## src/rtl/alu_issue_sched.sv

```systemverilog
// rtl/alu_issue_sched.sv - out-of-order ALU issue queue with age-matrix oldest-ready select
// Entries wait for both source tags, then the oldest ready ops are registered onto the ALU ports.
module alu_issue_sched #(
   parameter int NENT       = 8,
   parameter int LNENT      = 3,
   parameter int NALU       = 2,
   parameter int NWB        = 2,
   parameter int CNTRL_SIZE = 7,
   parameter int NCOMMIT    = 32,
   parameter int LNCOMMIT   = 5
) (
   input  logic                         clk,
   input  logic                         reset,
   input  logic                         in_valid,
   output logic                         in_ready,
   input  logic [CNTRL_SIZE-1:0]        in_control,
   input  logic [LNCOMMIT-1:0]          in_rd,
   input  logic                         in_makes_rd,
   input  logic                         in_needs_rs2,
   input  logic [LNCOMMIT-1:0]          in_rs1,
   input  logic [LNCOMMIT-1:0]          in_rs2,
   input  logic                         in_rs1_rdy,
   input  logic                         in_rs2_rdy,
   input  logic [NWB-1:0]               wb_valid,
   input  logic [NWB*LNCOMMIT-1:0]      wb_rd,
   input  logic [NCOMMIT-1:0]           commit_kill,
   output logic [NALU-1:0]              iss_valid,
   output logic [NALU*CNTRL_SIZE-1:0]   iss_control,
   output logic [NALU*LNCOMMIT-1:0]     iss_rd,
   output logic [NALU*LNCOMMIT-1:0]     iss_rs1,
   output logic [NALU*LNCOMMIT-1:0]     iss_rs2,
   output logic [NALU-1:0]              iss_makes_rd,
   output logic [NALU-1:0]              iss_needs_rs2,
   output logic [LNENT:0]               occupancy
);

   logic [NENT-1:0]       r_valid, r_rs1_rdy, r_rs2_rdy, r_makes_rd, r_needs_rs2;
   logic [CNTRL_SIZE-1:0] r_control [NENT];
   logic [LNCOMMIT-1:0]   r_rd [NENT];
   logic [LNCOMMIT-1:0]   r_rs1 [NENT];
   logic [LNCOMMIT-1:0]   r_rs2 [NENT];
   logic [NENT-1:0]       r_old [NENT];

   logic [NALU-1:0]            r_iss_valid, r_iss_makes_rd, r_iss_needs_rs2;
   logic [NALU*CNTRL_SIZE-1:0] r_iss_control;
   logic [NALU*LNCOMMIT-1:0]   r_iss_rd, r_iss_rs1, r_iss_rs2;
   logic [LNENT:0]             r_occ;

   logic [NENT-1:0]       w_ready, w_kill, w_wake1, w_wake2, w_alloc, w_issued, w_avail;
   logic [NENT-1:0]       w_col [NENT];
   logic [NENT-1:0]       w_pick [NALU];
   logic                  w_in_wake1, w_in_wake2, w_accept, w_found;
   logic [LNENT:0]        w_n_iss, w_n_kill;
   logic [CNTRL_SIZE-1:0] w_sel_ctrl [NALU];
   logic [LNCOMMIT-1:0]   w_sel_rd [NALU];
   logic [LNCOMMIT-1:0]   w_sel_rs1 [NALU];
   logic [LNCOMMIT-1:0]   w_sel_rs2 [NALU];
   logic [NALU-1:0]       w_sel_mrd, w_sel_nrs2;

   assign in_ready = ~(&r_valid);
   assign w_accept = in_valid & in_ready & ~commit_kill[in_rd];

   always_comb begin
      w_ready = '0;
      w_kill  = '0;
      w_wake1 = '0;
      w_wake2 = '0;
      w_in_wake1 = 1'b0;
      w_in_wake2 = 1'b0;
      for (int b = 0; b < NWB; b++) begin
         if (wb_valid[b] && wb_rd[b*LNCOMMIT +: LNCOMMIT] == in_rs1) w_in_wake1 = 1'b1;
         if (wb_valid[b] && wb_rd[b*LNCOMMIT +: LNCOMMIT] == in_rs2) w_in_wake2 = 1'b1;
      end
      for (int i = 0; i < NENT; i++) begin
         w_kill[i]  = r_valid[i] & commit_kill[r_rd[i]];
         w_ready[i] = r_valid[i] & r_rs1_rdy[i] & r_rs2_rdy[i] & ~commit_kill[r_rd[i]];
         for (int b = 0; b < NWB; b++) begin
            if (wb_valid[b] && wb_rd[b*LNCOMMIT +: LNCOMMIT] == r_rs1[i]) w_wake1[i] = r_valid[i];
            if (wb_valid[b] && wb_rd[b*LNCOMMIT +: LNCOMMIT] == r_rs2[i]) w_wake2[i] = r_valid[i];
         end
      end
   end

   // w_col[i][j] = entry j is older than entry i
   always_comb begin
      w_col = '{default: '0};
      for (int i = 0; i < NENT; i++)
         for (int j = 0; j < NENT; j++)
            w_col[i][j] = r_old[j][i];
   end

   // Each ALU takes the ready entry that no other remaining ready entry is older than
   always_comb begin
      w_avail  = w_ready;
      w_issued = '0;
      w_pick   = '{default: '0};
      for (int a = 0; a < NALU; a++) begin
         for (int i = 0; i < NENT; i++)
            w_pick[a][i] = w_avail[i] & ~(|(w_avail & w_col[i]));
         w_avail  = w_avail & ~w_pick[a];
         w_issued = w_issued | w_pick[a];
      end
   end

   always_comb begin
      w_sel_ctrl = '{default: '0};
      w_sel_rd   = '{default: '0};
      w_sel_rs1  = '{default: '0};
      w_sel_rs2  = '{default: '0};
      w_sel_mrd  = '0;
      w_sel_nrs2 = '0;
      for (int a = 0; a < NALU; a++)
         for (int i = 0; i < NENT; i++)
            if (w_pick[a][i]) begin
               w_sel_ctrl[a] = w_sel_ctrl[a] | r_control[i];
               w_sel_rd[a]   = w_sel_rd[a]   | r_rd[i];
               w_sel_rs1[a]  = w_sel_rs1[a]  | r_rs1[i];
               w_sel_rs2[a]  = w_sel_rs2[a]  | r_rs2[i];
               w_sel_mrd[a]  = w_sel_mrd[a]  | r_makes_rd[i];
               w_sel_nrs2[a] = w_sel_nrs2[a] | r_needs_rs2[i];
            end
   end

   always_comb begin
      w_alloc  = '0;
      w_found  = 1'b0;
      w_n_iss  = '0;
      w_n_kill = '0;
      for (int i = 0; i < NENT; i++) begin
         if (!r_valid[i] && !w_found) begin
            w_alloc[i] = w_accept;
            w_found    = 1'b1;
         end
         w_n_iss  = w_n_iss  + (LNENT+1)'(w_issued[i]);
         w_n_kill = w_n_kill + (LNENT+1)'(w_kill[i]);
      end
   end

   always_ff @(posedge clk or posedge reset) begin
      if (reset) begin
         r_valid         <= '0;
         r_rs1_rdy       <= '0;
         r_rs2_rdy       <= '0;
         r_old           <= '{default: '0};
         r_iss_valid     <= '0;
         r_iss_control   <= '0;
         r_iss_rd        <= '0;
         r_iss_rs1       <= '0;
         r_iss_rs2       <= '0;
         r_iss_makes_rd  <= '0;
         r_iss_needs_rs2 <= '0;
         r_occ           <= '0;
      end else begin
         for (int i = 0; i < NENT; i++) begin
            r_valid[i] <= (r_valid[i] & ~w_issued[i] & ~w_kill[i]) | w_alloc[i];
            if (w_alloc[i]) begin
               r_rs1_rdy[i] <= in_rs1_rdy | w_in_wake1;
               r_rs2_rdy[i] <= in_rs2_rdy | ~in_needs_rs2 | w_in_wake2;
               r_old[i]     <= '0;
            end else begin
               if (w_wake1[i]) r_rs1_rdy[i] <= 1'b1;
               if (w_wake2[i]) r_rs2_rdy[i] <= 1'b1;
               for (int j = 0; j < NENT; j++)
                  if (w_alloc[j]) r_old[i][j] <= r_valid[i];
            end
         end
         for (int a = 0; a < NALU; a++) begin
            r_iss_valid[a] <= |w_pick[a];
            if (|w_pick[a]) begin
               r_iss_control[a*CNTRL_SIZE +: CNTRL_SIZE] <= w_sel_ctrl[a];
               r_iss_rd[a*LNCOMMIT +: LNCOMMIT]          <= w_sel_rd[a];
               r_iss_rs1[a*LNCOMMIT +: LNCOMMIT]         <= w_sel_rs1[a];
               r_iss_rs2[a*LNCOMMIT +: LNCOMMIT]         <= w_sel_rs2[a];
               r_iss_makes_rd[a]                         <= w_sel_mrd[a];
               r_iss_needs_rs2[a]                        <= w_sel_nrs2[a];
            end
         end
         r_occ <= r_occ + (LNENT+1)'(w_accept) - w_n_iss - w_n_kill;
      end
   end

   // Payload needs no reset: it is only observed while the matching valid bit is set
   always_ff @(posedge clk) begin
      for (int i = 0; i < NENT; i++)
         if (w_alloc[i]) begin
            r_control[i]   <= in_control;
            r_rd[i]        <= in_rd;
            r_rs1[i]       <= in_rs1;
            r_rs2[i]       <= in_rs2;
            r_makes_rd[i]  <= in_makes_rd;
            r_needs_rs2[i] <= in_needs_rs2;
         end
   end

   assign iss_valid     = r_iss_valid;
   assign iss_control   = r_iss_control;
   assign iss_rd        = r_iss_rd;
   assign iss_rs1       = r_iss_rs1;
   assign iss_rs2       = r_iss_rs2;
   assign iss_makes_rd  = r_iss_makes_rd;
   assign iss_needs_rs2 = r_iss_needs_rs2;
   assign occupancy     = r_occ;

endmodule

```

## config.mk

```make
export PLATFORM = sky130hd
export DESIGN_NAME = alu_issue_sched
export DESIGN_NICKNAME = d
export VERILOG_FILES = /design/src/rtl/alu_issue_sched.sv
export SDC_FILE = /design/constraint.sdc
export NUM_CORES = 1
export LEC_CHECK = 0
export BUFFER_PORTS_ARGS = -buffer_cell sky130_fd_sc_hd__buf_2
export CORE_ASPECT_RATIO = 0.5
export CORE_UTILIZATION = 62
export DETAILED_ROUTE_END_ITERATION = 10
export GPL_ROUTABILITY_DRIVEN = 1
export PLACE_DENSITY_LB_ADDON = 0.25
export SYNTH_ARGS = -nofsm -noshare
export SYNTH_HDL_FRONTEND = slang
export SYNTH_SLANG_ARGS = --single-unit
export TNS_END_PERCENT = 5
```

## constraint.sdc

```tcl
create_clock -name clk -period 18.4 [get_ports clk]
set_input_delay 0.92 -clock clk [delete_from_list [all_inputs] [get_ports clk]]
set_output_delay 0.92 -clock clk [all_outputs]
set_load 0.02 [all_outputs]
```

* After elaboration in Yosys (flattened, before gate mapping)
Memory sizes are Yosys's and may differ from the RTL's.
Index checks and enable logic that the tools add are counted.
Widths: inputs -> output; s select.
** Storage, ports and cells
- Flip-flop bits (word level) :: 150
- Bits in writable memories :: 176
- Output and inout bits :: 55
- Word-level logic and storage cells :: 900
- Memories kept :: 4
** Cells by class
- $add $sub $neg :: 17
- $lt $le $gt $ge :: 9
- Eq/ne operators :: 36
- Mux-type cells :: 361
- Bitwise gates (word level) :: 223
- Reduce and logical (&&, ||, !) cells :: 147
** Memory list
- r_control :: words 8, bits a word 7, read ports 8, clocked after Yosys merged registers in 0, write ports 1, RTL line 38 : logic [CNTRL_SIZE-1:0] r_control [NENT];
- r_rd :: words 8, bits a word 5, read ports 8, clocked after Yosys merged registers in 0, write ports 1, RTL line 39 : logic [LNCOMMIT-1:0] r_rd [NENT];
- r_rs1 :: words 8, bits a word 5, read ports 8, clocked after Yosys merged registers in 0, write ports 1, RTL line 40 : logic [LNCOMMIT-1:0] r_rs1 [NENT];
- r_rs2 :: words 8, bits a word 5, read ports 8, clocked after Yosys merged registers in 0, write ports 1, RTL line 41 : logic [LNCOMMIT-1:0] r_rs2 [NENT];
** Operators by type and width (number)
- $mux 5 :: 69
- $mux 1 :: 224
- $or 5x5->5 :: 42
- $eq 5x5->1 :: 36
- $mux 7 :: 24
- $reduce_or 8->1 :: 18
- $and 8x8->8 :: 15
- $reduce_or 5->1 :: 21
- $or 7x7->7 :: 14
- $reduce_bool 2->1 :: 44
- $mux 3 :: 28
- $and 1x1->1 :: 66
- $mux 8 :: 7
- $lt 5x6->1 const B :: 9
- $reduce_or 7->1 :: 7
- $bmux 1 s5 :: 9
- $logic_and 1x1->1 :: 43
- $not 1->1 :: 43
- $or 1x1->1 :: 39
- $add 4x1->4 :: 9
- $and 8x7->8 :: 2
- $logic_not 1->1 :: 13
- $add 3x1->4 :: 2
- $not 8->8 :: 1
- other kinds (5) :: 8

* Longest topological paths before layout
An unclocked memory read counts as a cell.
- Word-level depth :: 30
- Depth in mapped cells :: 29
- Mapped depth without buffers :: 24

* Worst setup path after synthesis
Ideal clock, no wire load.
- Kind :: in2reg
- Start :: in commit_kill[18]
- End :: reg r_occ[3] (netlist: occupancy[3])
- Data arrival time :: 6676 ps
- Path slack :: 11644 ps
- Stages :: 28
- Cell sequence :: clkbuf_1 > mux2i_1 > a22oi_1 > nand3_1 > nand4_1 > nor2_1 > buf_6 > a221oi_1 > a31oi_4 > a2111oi_0 > and3_1 > buf_2 > clkbuf_1 > nor2_1 > fa_1 > inv_1 > ha_1 > inv_1 > fa_1 > inv_1 > fa_1 > inv_1 > fa_1 > fa_1 > ha_1 > xnor2_1 > xnor2_1 > xnor2_1
** On the way
- Cells in the longest elaborated chain, start to end :: 24
** Ends and longest elaborated chain
- start, declared :: RTL line 26 : input logic [NCOMMIT-1:0] commit_kill,
- $bmux 1 s5 :: RTL line 75, 76
- $mux 1 (implied by the code) :: RTL line 75, 76
- $not 1->1 :: RTL line 76 : w_ready[i] = r_valid[i] & r_rs1_rdy[i] & r_rs2_rdy[i] & ~commit_kill[r_rd[i]];
- $and 1x1->1 :: RTL line 76
- $and 8x8->8 or $and 8x7->8 (tied branches) :: RTL line 99 : w_pick[a][i] = w_avail[i] & ~(|(w_avail & w_col[i]));
- $reduce_or 8->1 :: RTL line 99
- $not 1->1 :: RTL line 99
- $and 1x1->1 :: RTL line 99
- [... 5 more ...]
- $and 1x1->1 :: RTL line 99
- $or 8x8->8 :: RTL line 101 : w_issued = w_issued | w_pick[a];
- $add 1x1->2 :: RTL line 134 : w_n_iss = w_n_iss + (LNENT+1)'(w_issued[i]);
- $add 2x1->3 :: RTL line 134
- $add 3x1->4 :: RTL line 134
- $add 4x1->4 (4 in a row) :: RTL line 134
- $sub 4x4->4 :: RTL line 178 : r_occ <= r_occ + (LNENT+1)'(w_accept) - w_n_iss - w_n_kill;
- $sub 4x4->4 (*) :: RTL line 178
- end signal, assigned :: RTL line 178
- end, declared :: RTL line 47 : logic [LNENT:0] r_occ;
Every way passes the cells marked *; elsewhere a longest branch is shown, timed or not. The select of a mux whose other input is x is not followed.
A chain may end at the register's enable or synchronous reset.

==> reports/metrics.cfg <==
[status]
status = finished clean

[placed_design]
dp.cells = 2222
dp_hpwl_um = 48300
numPortBuffers = 127
gp_congestion = 1.07

[cts]
ctsResizeCount = 0
cts_tree = done
cts_buffers = 28
cts-root-buf = clkbuf_16
cts_setup_buffers = 0
clk_pin_slew_ns = 0.08
cts-hold-fix-buffers = 0
h-tree-depth = 1
clk_path_buf_depth = 3
insertion_delay_ns = 0.62
clock_sinks = 326

[global_route]
grt_pass1_wl_um = 109000
grt_max_degree = 69
grt_pass1_vias = 17299
grt_antenna_before_repair = 1
grt-ovfl-total = 0
grt_usage_pct = 46.2

[routing]
vias = 17374
via_per_inst = 7.64
first_pass_iters = 10
drt_wl_total_um = 74400
ant_nets = 0
routedWlPerCell_um = 32.7
route.detailed.drc = 0
drtIter0Drc = 3003

[setup_path]
path_class = reg2reg
critPathCaptureType = flop
r2r-start = r_rd[1][16]$_DFFE_PP_
crit_path_start_kind = flop
cp_max_fo = 26
cp.arrival_ns = 8.38
critPathLaunch = r_rd[1][16]$_DFFE_PP_
crit_required_ns = 18.90

[sta]
post-route-min-period_ns = 7.88
tns_ns = 0
tightest_slew_ns = 1.12
timing.final.crit_share_pct = 42.8
skew_ns = 0.0611
whs_ns = 0.420
max_freq_ghz = 0.127
slew_headroom_pct = 24.8
rsz0062_at_grt = no
setup_viol = 0
maxSlewViolCount = 0
finalHoldViolations = 0

[layout]
num_antenna_cells = 0
drive_gt1_share_pct = 15.2
fin_cells = 2274
areaGrowthSynthToFinish_pct = 8.44
finalNetCount = 1926
post-route-util_pct = 69.1

[logic_synthesis]
syn-num-nets = 1884
synth.area.top_cells = edfxtp_1, dfrtp_1, mux2i_1, xor2_1, a22oi_1
yosysSeqAreaShare_pct = 46.8
synth_top_cell_by_area = edfxtp_1
synthFlopType = edfxtp_1
synthCells = 1787
synth_cell_types = 71
synthArstFlopShare_pct = 41.1
ys_ff_latch = 326
yosysWarnings = 0
syn-mean-instance-area_sq_um = 10.9
synth_edf_count = 192
syn_area_sq_mm = 0.0195
synth.top_cell.area_share_pct = 29.6

[die]
initial_core_util_pct = 63.7
rows = 45
fp.dieW_um = 253
dieArea_sq_mm = 0.0322
core_sq_mm = 0.0306
die_h_um = 127
ios = 128

[power]
p_total_uw = 2070
peakVddDrop_v = 0.000111
p_leak_uw = 0.00849
power_density_mw_per_mm2 = 97.9

[hold_path]
min_path_type = in2async

[run]
cap_violations = 0

[cells in the final DEF (no fill, tap or decap), drive strengths merged, types with 6 or more instances in the layout]
cell	n
buf	158
or2	6
mux4	10
a22oi	152
nand2	110
fa	12
nor4	37
nor2	84
nand3	78
xnor2	40
mux2i	128
nand4	31
nor3	40
mux2	24
dfrtp	134
clkbuf	33
clkinv	10
inv	48
edfxtp	192
a22o	48
a211oi	13
and3	14
and2	18
ha	12
a21boi	8
a2111oi	9
a31oi	43
o21ai	24
xor2	145
and4	7
nand2b	16
a21oi	53
a21o	7
nor2b	20
a221oi	51
[critical path: stages (launching register included)]
cell	delay, ns
edfxtp_1	1.05
mux2i_1	0.20
a211oi_1	0.32
nand3_1	0.14
nand4_2	0.23
nor2_1	0.20
a222oi_1	0.48
a41oi_2	0.41
a2111oi_0	0.54
and3_1	0.22
buf_4	0.39
nor2_1	0.17
fa_1	0.44
inv_1	0.10
ha_1	0.14
inv_1	0.05
fa_1	0.52
inv_1	0.05
fa_1	0.48
inv_1	0.06
fa_1	0.41
fa_1	0.48
ha_1	0.21
xnor2_1	0.14
xnor2_1	0.23
xnor2_1	0.14
[registers in the layout (all words and copies together) (netlist names)]
| signal | count |
|---|---|
| iss_control | 14 |
| iss_rd | 10 |
| iss_rs1 | 10 |
| r_control | 56 |
| r_needs_rs2 | 8 |
| iss_valid | 2 |
| r_makes_rd | 8 |
| r_rs2 | 40 |
| r_old | 56 |
| iss_makes_rd | 2 |
| iss_rs2 | 10 |
| r_rs2_rdy | 8 |
| r_rd | 40 |
| r_rs1_rdy | 8 |
| r_valid | 8 |
| occupancy | 4 |
| r_rs1 | 40 |
| iss_needs_rs2 | 2 |
[kinds of logic after synthesis]
logic type               after synthesis  share of synthesized area (%)
XOR/XNOR                             185                           8.31
multiplexers                         162                           9.11
AND/OR/NAND/NOR                      471                           12.4
AO/OA/AOI/OAI                        427                           16.5
buffers and inverters                192                           4.91
adder cells (fa/ha/maj)               24                           2.00
flip-flops                           326                           46.8
[cell type report]
cell class	instances	area, sq um
sequential	326	9120
multi-input combinational	1269	9450
clock inverter	19	268
clock buffer	33	743
timing repair buffer	158	868
tap	423	529
fill	2198	9480
inverter	46	178
[power breakdown]
| part | internal (uW) | leakage (uW) | switching [uW] |
|---|---|---|---|
| clock network | 365 | 0.000491 | 297 |
| logic | 168 | 0.00446 | 290 |
| registers | 866 | 0.00354 | 85.7 |
[metal layers]
layer	wire (um)	GRT usage (%)	vias up	part of all wire, %
li1	-	-	6851	-
met1	27300	62.3	8309	37
met2	30600	66.2	1804	41
met3	12200	17.0	410	16
met4	4280	22.6	0	5.8
met5	0	0	-	0
[Yosys cell counts (40+ instances only)]
library cell / n
a221oi_1: 50
nor2_1: 82
xor2_1: 145
nand2_1: 107
edfxtp_1: 192
mux2i_1: 128
a31oi_1: 42
clkbuf_1: 87
xnor2_1: 40
nand3_1: 77
a21oi_1: 51
a22o_1: 48
dfrtp_1: 134
inv_1: 44
a22oi_1: 152
[path summary, 6_finish.rpt]
| check | cells past startpoint | end | slack [ns] |
|---|---|---|---|
| worst min register to register | 2 | r_rs2_rdy[1]$_DFFE_PP0P_ | 0.50 |
| worst min-delay path | 2 | occupancy[3]$_DFF_PP0_ | 0.42 |
| worst max-delay path | 25 | occupancy[3]$_DFF_PP0_ | 10.52 |
| max in group asynchronous | 3 | iss_rd[0]$_DFFE_PP0P_ | 16.55 |
| min in group clk | 2 | r_rs2_rdy[1]$_DFFE_PP0P_ | 0.50 |
| worst max register to register | 25 | occupancy[3]$_DFF_PP0_ | 10.52 |
[through the flow]
stage | setup WS (ns) | area [sq um]
finish | 10.52 | 21200
global route | 10.24 | 21200
CTS | 10.63 | 21200
detailed placement | 10.55 | 20100
global placement | 10.50 | 20100
floorplan | 11.64 | 19500
Note: power is estimated with default switching activity, not from simulation.
